==> src/rtl/crc16_frame_arbiter.sv <==
// crc16_frame_arbiter
// Two-requester round-robin frame arbiter sharing one byte-parallel CRC-16
// engine. The granted source's bytes pass straight through to the output
// stream, and the CRC is appended as a two-byte trailer (high byte first).
module crc16_frame_arbiter #(
  parameter logic [15:0] CRC_INIT = 16'h0000,
  parameter logic [15:0] CRC_POLY = 16'h8005
) (
  input  logic        clk,
  input  logic        rst,
  input  logic        s0_valid,
  input  logic        s0_last,
  input  logic [7:0]  s0_data,
  output logic        s0_ready,
  input  logic        s1_valid,
  input  logic        s1_last,
  input  logic [7:0]  s1_data,
  output logic        s1_ready,
  output logic        m_valid,
  output logic [7:0]  m_data,
  output logic        m_last,
  input  logic        m_ready,
  output logic        m_src,
  output logic        busy,
  output logic [15:0] frame_cnt
);

  typedef enum logic [1:0] {
    ST_IDLE   = 2'd0,
    ST_DATA   = 2'd1,
    ST_CRC_HI = 2'd2,
    ST_CRC_LO = 2'd3
  } state_t;

  state_t      r_state;
  logic [15:0] r_crc;
  logic        r_last_grant;
  logic        r_m_src;
  logic [15:0] r_frame_cnt;

  logic        w_g_valid;
  logic        w_g_last;
  logic [7:0]  w_g_data;
  logic        w_pick;
  logic        w_any_req;
  logic        w_data_xfer;

  // One byte of MSB-first CRC: fold the byte into the top of the register,
  // then run the eight shift/conditional-XOR steps unrolled.
  function automatic logic [15:0] crc_next(input logic [15:0] crc_in,
                                           input logic [7:0]  data_in);
    logic [15:0] c;
    c = crc_in ^ {data_in, 8'h00};
    for (int i = 0; i < 8; i++) begin
      if (c[15]) begin
        c = {c[14:0], 1'b0} ^ CRC_POLY;
      end else begin
        c = {c[14:0], 1'b0};
      end
    end
    return c;
  endfunction

  // Select the granted source's stream and compute the arbitration pick.
  always_comb begin
    w_g_valid   = r_m_src ? s1_valid : s0_valid;
    w_g_last    = r_m_src ? s1_last  : s0_last;
    w_g_data    = r_m_src ? s1_data  : s0_data;
    w_any_req   = s0_valid | s1_valid;
    // Tie goes to whichever source was not granted last; otherwise the sole requester.
    if (s0_valid && s1_valid) begin
      w_pick = ~r_last_grant;
    end else begin
      w_pick = s1_valid;
    end
    w_data_xfer = (r_state == ST_DATA) & w_g_valid & m_ready;
  end

  // Frame sequencer: grant, pass-through with CRC update, two-byte trailer.
  always_ff @(posedge clk or negedge rst) begin
    if (!rst) begin
      r_state      <= ST_IDLE;
      r_crc        <= CRC_INIT;
      r_last_grant <= 1'b1;
      r_m_src      <= 1'b0;
      r_frame_cnt  <= 16'h0000;
    end else begin
      case (r_state)
        ST_IDLE: begin
          if (w_any_req) begin
            r_m_src <= w_pick;
            r_crc   <= CRC_INIT;
            r_state <= ST_DATA;
          end
        end
        ST_DATA: begin
          if (w_data_xfer) begin
            r_crc <= crc_next(r_crc, w_g_data);
            if (w_g_last) begin
              r_state <= ST_CRC_HI;
            end
          end
        end
        ST_CRC_HI: begin
          if (m_ready) begin
            r_state <= ST_CRC_LO;
          end
        end
        ST_CRC_LO: begin
          if (m_ready) begin
            r_last_grant <= r_m_src;
            r_frame_cnt  <= r_frame_cnt + 16'h0001;
            r_state      <= ST_IDLE;
          end
        end
        default: begin
          r_state <= ST_IDLE;
        end
      endcase
    end
  end

  // Output stream and ready steering, decoded from the current state.
  always_comb begin
    s0_ready = 1'b0;
    s1_ready = 1'b0;
    m_valid  = 1'b0;
    m_data   = 8'h00;
    m_last   = 1'b0;
    case (r_state)
      ST_IDLE: begin
        m_valid = 1'b0;
      end
      ST_DATA: begin
        m_valid = w_g_valid;
        m_data  = w_g_data;
        if (r_m_src) begin
          s1_ready = m_ready;
        end else begin
          s0_ready = m_ready;
        end
      end
      ST_CRC_HI: begin
        m_valid = 1'b1;
        m_data  = r_crc[15:8];
      end
      ST_CRC_LO: begin
        m_valid = 1'b1;
        m_data  = r_crc[7:0];
        m_last  = 1'b1;
      end
      default: begin
        m_valid = 1'b0;
      end
    endcase
  end

  assign m_src     = r_m_src;
  assign busy      = (r_state != ST_IDLE);
  assign frame_cnt = r_frame_cnt;

endmodule

==> config.mk <==
export PLATFORM = sky130hd
export DESIGN_NAME = crc16_frame_arbiter
export DESIGN_NICKNAME = d
export VERILOG_FILES = /design/src/rtl/crc16_frame_arbiter.sv
export SDC_FILE = /design/constraint.sdc
export NUM_CORES = 1
export LEC_CHECK = 0
export ABC_AREA = 1
export BUFFER_PORTS_ARGS = -buffer_cell sky130_fd_sc_hd__buf_4
export CORE_MARGIN = 1
export CORE_UTILIZATION = 50
export DETAILED_ROUTE_END_ITERATION = 10
export GPL_TIMING_DRIVEN = 0
export MAX_ROUTING_LAYER = met4
export PLACE_DENSITY = 0.78
export SLEW_MARGIN = 25
export SYNTH_ARGS = -nofsm -noshare
export SYNTH_HDL_FRONTEND = slang
export SYNTH_SLANG_ARGS = --single-unit
==> constraint.sdc <==
create_clock -name clk -period 2.65 [get_ports clk]
set_input_delay 0.265 -clock clk [delete_from_list [all_inputs] [get_ports clk]]
set_output_delay 0.265 -clock clk [all_outputs]
set_load 0.1 [all_outputs]
==> metrics.csv, run 1 <==
metric,value,unit
status,"finished, violations left",
failing checks,DRC,
largest net degree at the start of global routing,37,
Residual DRC,2,
clock-pin slew on the worst setup and hold paths,0.07,ns
full die area,5090,µm²
Fin Setup TNS,0,ns
critical setup path kind,flip-flop to flip-flop,
gpl congestion,0.892,
R2R setup slack,0.27,ns
Seq cells post-synth,36,
min Tclk post-route,2.38,ns
Max Cap Violations,0,
PostCTS Resize Cnt,0,
n_diodes,0,
crit share post-route,0.897,
register area share after synthesis,0.375,
Clock Sinks,36,
Setup crit end,r_crc[2],
Worst Setup Start Kind,flip-flop,
grt total ovfl,0,
WL/cell,13.2,µm
RSZ-0062 raised after global routing,no,
# nets final,383,
initial antenna violation count,0,
Slew headroom,0.388,
synth warn,0,
Mean Syn Cell Area,8.15,µm²
Area Overhead vs Synth,24.5,%
Initial Utilization,0.537,
IO Pins,53,
Mapped Area,2400,µm²
Post-synth EDFFs,0,
first-pass GRT wire length,9270,µm
Non-Filler Instances,408,
PortBufs,52,
most common cell in the netlist,inv_1,
f_max,421,MHz
worst r2r src,r_state[1],
CTS tree,built,
Final Max Tran Viols,0,
"FFs w/ async S/R, synth",1.00,
worst reg2reg path depth,10,
worst hold-check path type,input pin to flip-flop,
via count,2180,
critical path data required time,2.80,ns
Syn Nets,323,
hold_buf cts,1,
Final Hold Vio Count,0,
"Top FF cell, synth",dfrtp_1,
Crit. Startpoint,r_state[1],
Slew @ Worst Pin,0.918,ns
biggest area consumer among synthesized cells,dfrtp_1,
Worst Setup End Kind,flip-flop,
routed wire length,5400,µm
Core ar.,4470,µm²
end of the worst register-to-register path,r_crc[2],
Inst Count DP,399,
row count,24,
area share of the largest cell type after synthesis,0.364,
root buffer cell,clkbuf_8,
Cells after Synth,295,
Synth top cells by count,"inv_1 (45), dfrtp_1 (35), nand2_1 (34), nor2_1 (33), nand3_1 (24)",
synth top area cells,"dfrtp_1 (36%), inv_1 (7.0%), xor2_1 (5.5%)",
Post-CTS Setup Bufs,0,
layout cell share with drive strength beyond 1,0.312,
HPWL after DPL,4090,µm
DRT iter0 DRCs,55,
die width,71.4,µm
critical-path maximum fanout,10,
CP arrival,2.53,ns
Clock Latency Late Sink,0.29,ns
Worst Clk Skew,0.00648,ns
iteration count of the initial detailed-routing pass,7,
vias in the first global route,2166,
# H-tree levels,2,
# setup viols final,0,
synth unique cells,36,
Num CTS Buffers,5,
CTS Buffer Depth,2,
All-Layer GR Usage,0.240,
chip height,71.4,µm
Vias/cell,5.34,
Antenna Nets Post-Route,0,
==> per-stage QoR <==
stage | setup slack, ns | area (µm²) | hold slack (ns) | util
final | 0.272 | 2990 | 0.231 | 0.669
after global routing | 0.109 | 2990 | 0.246 | 0.669
after global placement | 0.370 | 2900 | 0.249 | 0.649
after CTS | 0.287 | 2990 | 0.231 | 0.669
after detailed placement | 0.331 | 2900 | 0.249 | 0.649
after floorplan | 0.0864 | 2450 | -0.0306 | -
==> cells by family (layout without fill, tap and decap cells) <==
family | Yosys count | count (layout) | share of synthesized area
xor+xnor | 20 | 20 | 0.0791
flops | 36 | 36 | 0.375
fa+ha+maj | 5 | 5 | 0.0260
compound gates | 47 | 47 | 0.119
mux | 5 | 5 | 0.0265
buf+inv | 53 | 114 | 0.0864
simple gates | 129 | 129 | 0.288
==> routing by layer <==
metal / part of all wire / up-vias / track usage
met5: 0 / - / -
met4: 0.013 / 0 / 0.100
met3: 0.036 / 8 / 0.0408
met2: 0.49 / 48 / 0.408
met1: 0.46 / 1027 / 0.280
li1: - / 1097 / -
==> placed cells by master (no fill, tap or decap), types with 2 or more instances in the layout <==
cell      instances
nor2_1           23
clkinv_1          2
mux2i_1           3
xnor2_1           3
a21oi_1           9
ha_1              4
o21ai_2           2
nand3_4           3
nor2_4            3
nand2_2          15
clkbuf_8          5
nand3_2           8
o22ai_1          20
nand2_1          34
xor2_2            2
a31oi_1           2
clkbuf_1          4
buf_4            52
dfrtp_1          35
o21ai_1           2
o21ai_0           8
nor3_1            3
nor2_2            7
nand3_1          24
inv_1            45
nand2_4           4
xor2_1           15
inv_2             2
o32ai_1           3
==> layout make-up <==
class / count / area (µm²)
Tap cell: 52 / 65.1
Sequential cell: 36 / 902
Buffer: 4 / 23.8
Clock inverter: 1 / 5.00
Clock buffer: 7 / 76.3
Fill cell: 382 / 1480
Multi-Input combinational cell: 206 / 1340
Timing Repair Buffer: 53 / 400
Inverter: 49 / 184
==> registers in the layout, summed over array words and instances, names as in the netlist <==
name / cells
r_state: 2
r_last_grant: 1
frame_cnt: 16
m_src: 1
r_crc: 16
==> worst min path at each step <==
stage	to	cells past startpoint	slack, ns	start
2_1_floorplan	frame_cnt[0]	0	-0.03	rst
3_3_place_gp	frame_cnt[12]	1	0.25	rst
3_5_place_dp	frame_cnt[13]	1	0.25	rst
4_1_cts	m_src	3	0.23	s1_valid
5_1_grt	m_src	3	0.25	s1_valid
6_report	m_src	3	0.23	s1_valid
==> critical path, cell delays in order (launching register included) <==
cell     delay (ns)
dfrtp_1        0.40
inv_1          0.10
ha_1           0.32
nand2_1        0.16
o22ai_1        0.20
nand2_1        0.12
a32oi_1        0.21
o21ai_0        0.15
inv_1          0.20
buf_2          0.28
o32ai_1        0.12
Power of run 1 is left out: the tool's default activity adds up to more than one toggle a clock period on the data nets, which glitch-free logic cannot reach.
==> run 2, diff against run 1 <==
--- a/config.mk
+++ b/config.mk
@@ -7,12 +7,14 @@
 export LEC_CHECK = 0
 export ABC_AREA = 1
 export BUFFER_PORTS_ARGS = -buffer_cell sky130_fd_sc_hd__buf_4
-export CORE_MARGIN = 1
+export CAP_MARGIN = 10
+export CORE_MARGIN = 1.5
 export CORE_UTILIZATION = 50
 export DETAILED_ROUTE_END_ITERATION = 10
 export GPL_TIMING_DRIVEN = 0
 export MAX_ROUTING_LAYER = met4
 export PLACE_DENSITY = 0.78
+export REMOVE_ABC_BUFFERS = 1
 export SLEW_MARGIN = 25
 export SYNTH_ARGS = -nofsm -noshare
 export SYNTH_HDL_FRONTEND = slang
==> metrics.csv, run 2 (synthesis gave the netlist of run 1 again) <==
metric,value,unit,change
Slew @ Worst Pin,0.581,ns,was 0.918 ns
RSZ-0062 raised after global routing,no,,unchanged
status,"complete, no violations",,"was finished, violations left"
Final Max Tran Viols,0,,unchanged
Area Overhead vs Synth,23.4,%,was 24.5%
IO Pins,53,,unchanged
most frequent cells in the layout,"buf_4 (52), inv_1 (43), dfrtp_1 (34)",,"was buf_4 (52), inv_1 (45), dfrtp_1 (35)"
Worst Setup End Kind,flip-flop,,unchanged
Initial Utilization,0.513,,was 0.537
vias in the first global route,2093,,"was 2,166"
worst hold-check path type,input pin to flip-flop,,unchanged
CP arrival,2.57,ns,was 2.53 ns
root buffer cell,clkbuf_8,,unchanged
Worst Clk Skew,0.00941,ns,was 0.00648 ns
row count,25,,was 24
die width,72.4,µm,was 71.4 µm
HPWL after DPL,4040,µm,was 4090 µm
"commonest non-fill, non-tap cell in the layout",buf_4,,unchanged
critical-path maximum fanout,15,,was 10
worst r2r src,r_state[1],,unchanged
Clock Sinks,36,,unchanged
Final Hold Vio Count,0,,unchanged
gpl congestion,0.872,,was 0.892
chip height,72.4,µm,was 71.4 µm
post-layout util,0.632,,was 0.669
first-pass GRT wire length,9100,µm,was 9270 µm
CTS Buffer Depth,2,,unchanged
CTS tree,built,,unchanged
Slew headroom,0.613,,was 0.388
full die area,5230,µm²,was 5090 µm²
via count,2156,,"was 2,180"
met2 Resource Use GR,0.387,,was 0.408
layout cell share with drive strength beyond 1,0.295,,was 0.312
most crowded layer after global routing,met2,,unchanged
critical setup path kind,flip-flop to flip-flop,,unchanged
hold slack,0.227,ns,was 0.231 ns
Final WS setup,0.247,ns,was 0.272 ns
crit share post-route,0.907,,was 0.897
HP Start,s1_valid,,unchanged
Residual DRC,0,,was 2
WL/cell,13.3,µm,was 13.2 µm
Antenna Nets Post-Route,0,,unchanged
routed wire length,5400,µm,unchanged
DRT iter0 DRCs,78,,was 55
n_diodes,0,,unchanged
Clock Latency Late Sink,0.29,ns,about the same
critical path data required time,2.82,ns,was 2.80 ns
initial antenna violation count,0,,unchanged
Core ar.,4690,µm²,was 4470 µm²
dpl ws,-0.254,ns,was 0.331 ns
All-Layer GR Usage,0.231,,was 0.240
min Tclk post-route,2.40,ns,was 2.38 ns
# nets final,379,,was 383
Crit. Startpoint,r_state[1],,unchanged
Max Cap Violations,0,,unchanged
iteration count of the initial detailed-routing pass,4,,was 7
grt total ovfl,0,,unchanged
largest net degree at the start of global routing,37,,unchanged
f_max,416,MHz,was 421 MHz
PortBufs,52,,unchanged
Num CTS Buffers,5,,unchanged
clock-pin slew on the worst setup and hold paths,0.08,ns,was 0.07 ns
# H-tree levels,2,,unchanged
met3 Usage GRT,0.0417,,was 0.0408
Vias/cell,5.31,,was 5.34
met1 Track Usage GR,0.285,,was 0.280
Worst Setup Start Kind,flip-flop,,unchanged
# setup viols final,0,,unchanged
run 2: cell types whose count changed in the layout (fill, tap and decap cells not counted), sizes merged:
cell      change
buf           -2
bufinv        +1
clkinvlp      +1
clkbuf        -4
run 2: cell type report:
| class | count | area (µm²) |
|---|---|---|
| fillers | 421 | 1730 |
| multi-input cells | 206 | 1300 |
| flip-flops and latches | 36 | 906 |
| repair buffers | 53 | 400 |
| inverters | 49 | 184 |
| clock buffers | 5 | 68.8 |
| well taps | 54 | 67.6 |
| clock inverters | 3 | 42.5 |
run 2: path summary, 6_finish.rpt:
kind | end | depth (start not counted) | slack [ns]
max | r_crc[1] | 9 | 0.25
min | m_src | 3 | 0.23
max reg2reg | r_crc[1] | 9 | 0.25
min reg2reg | frame_cnt[15] | 1 | 0.47
max in group asynchronous | m_src | 2 | 1.83
min in group asynchronous | frame_cnt[10] | 2 | 0.46
run 2: metal layers:
layer	vias up	share of wire
met1	1002	0.44
met5	-	0
li1	1078	-
met3	9	0.045
met2	67	0.50
met4	0	0.013
run 2: through the flow:
step / std cells / TNS [ns] / area, µm²
floorplan: 291 / -9.95 / 2380
global placement: 397 / -2.23 / 2840
detailed placement: 397 / -3.27 / 2840
CTS: 406 / 0 / 2960
global route: 406 / 0 / 2970
finish: 406 / 0 / 2970
run 2: worst max-delay path, stage by stage, from the launching register on:
cell and delay, ns:
dfrtp_1 0.40, inv_1 0.10, ha_1 0.33, nand2_1 0.15, o22ai_1 0.24, nand2_2 0.22, a32oi_1 0.25, o21ai_0 0.18
inv_2 0.27, o21ai_0 0.13
run 2: repair_timing:
item / CTS / global route
resized for setup: 2 / 3
gates cloned: 0 / 0
endpoints found under the setup margin: 16 / 16
setup buffers: 0 / 0
hold buffers: 1 / 0
endpoints found under the hold margin: 35 / 0
Power of run 2 is left out for the same reason.
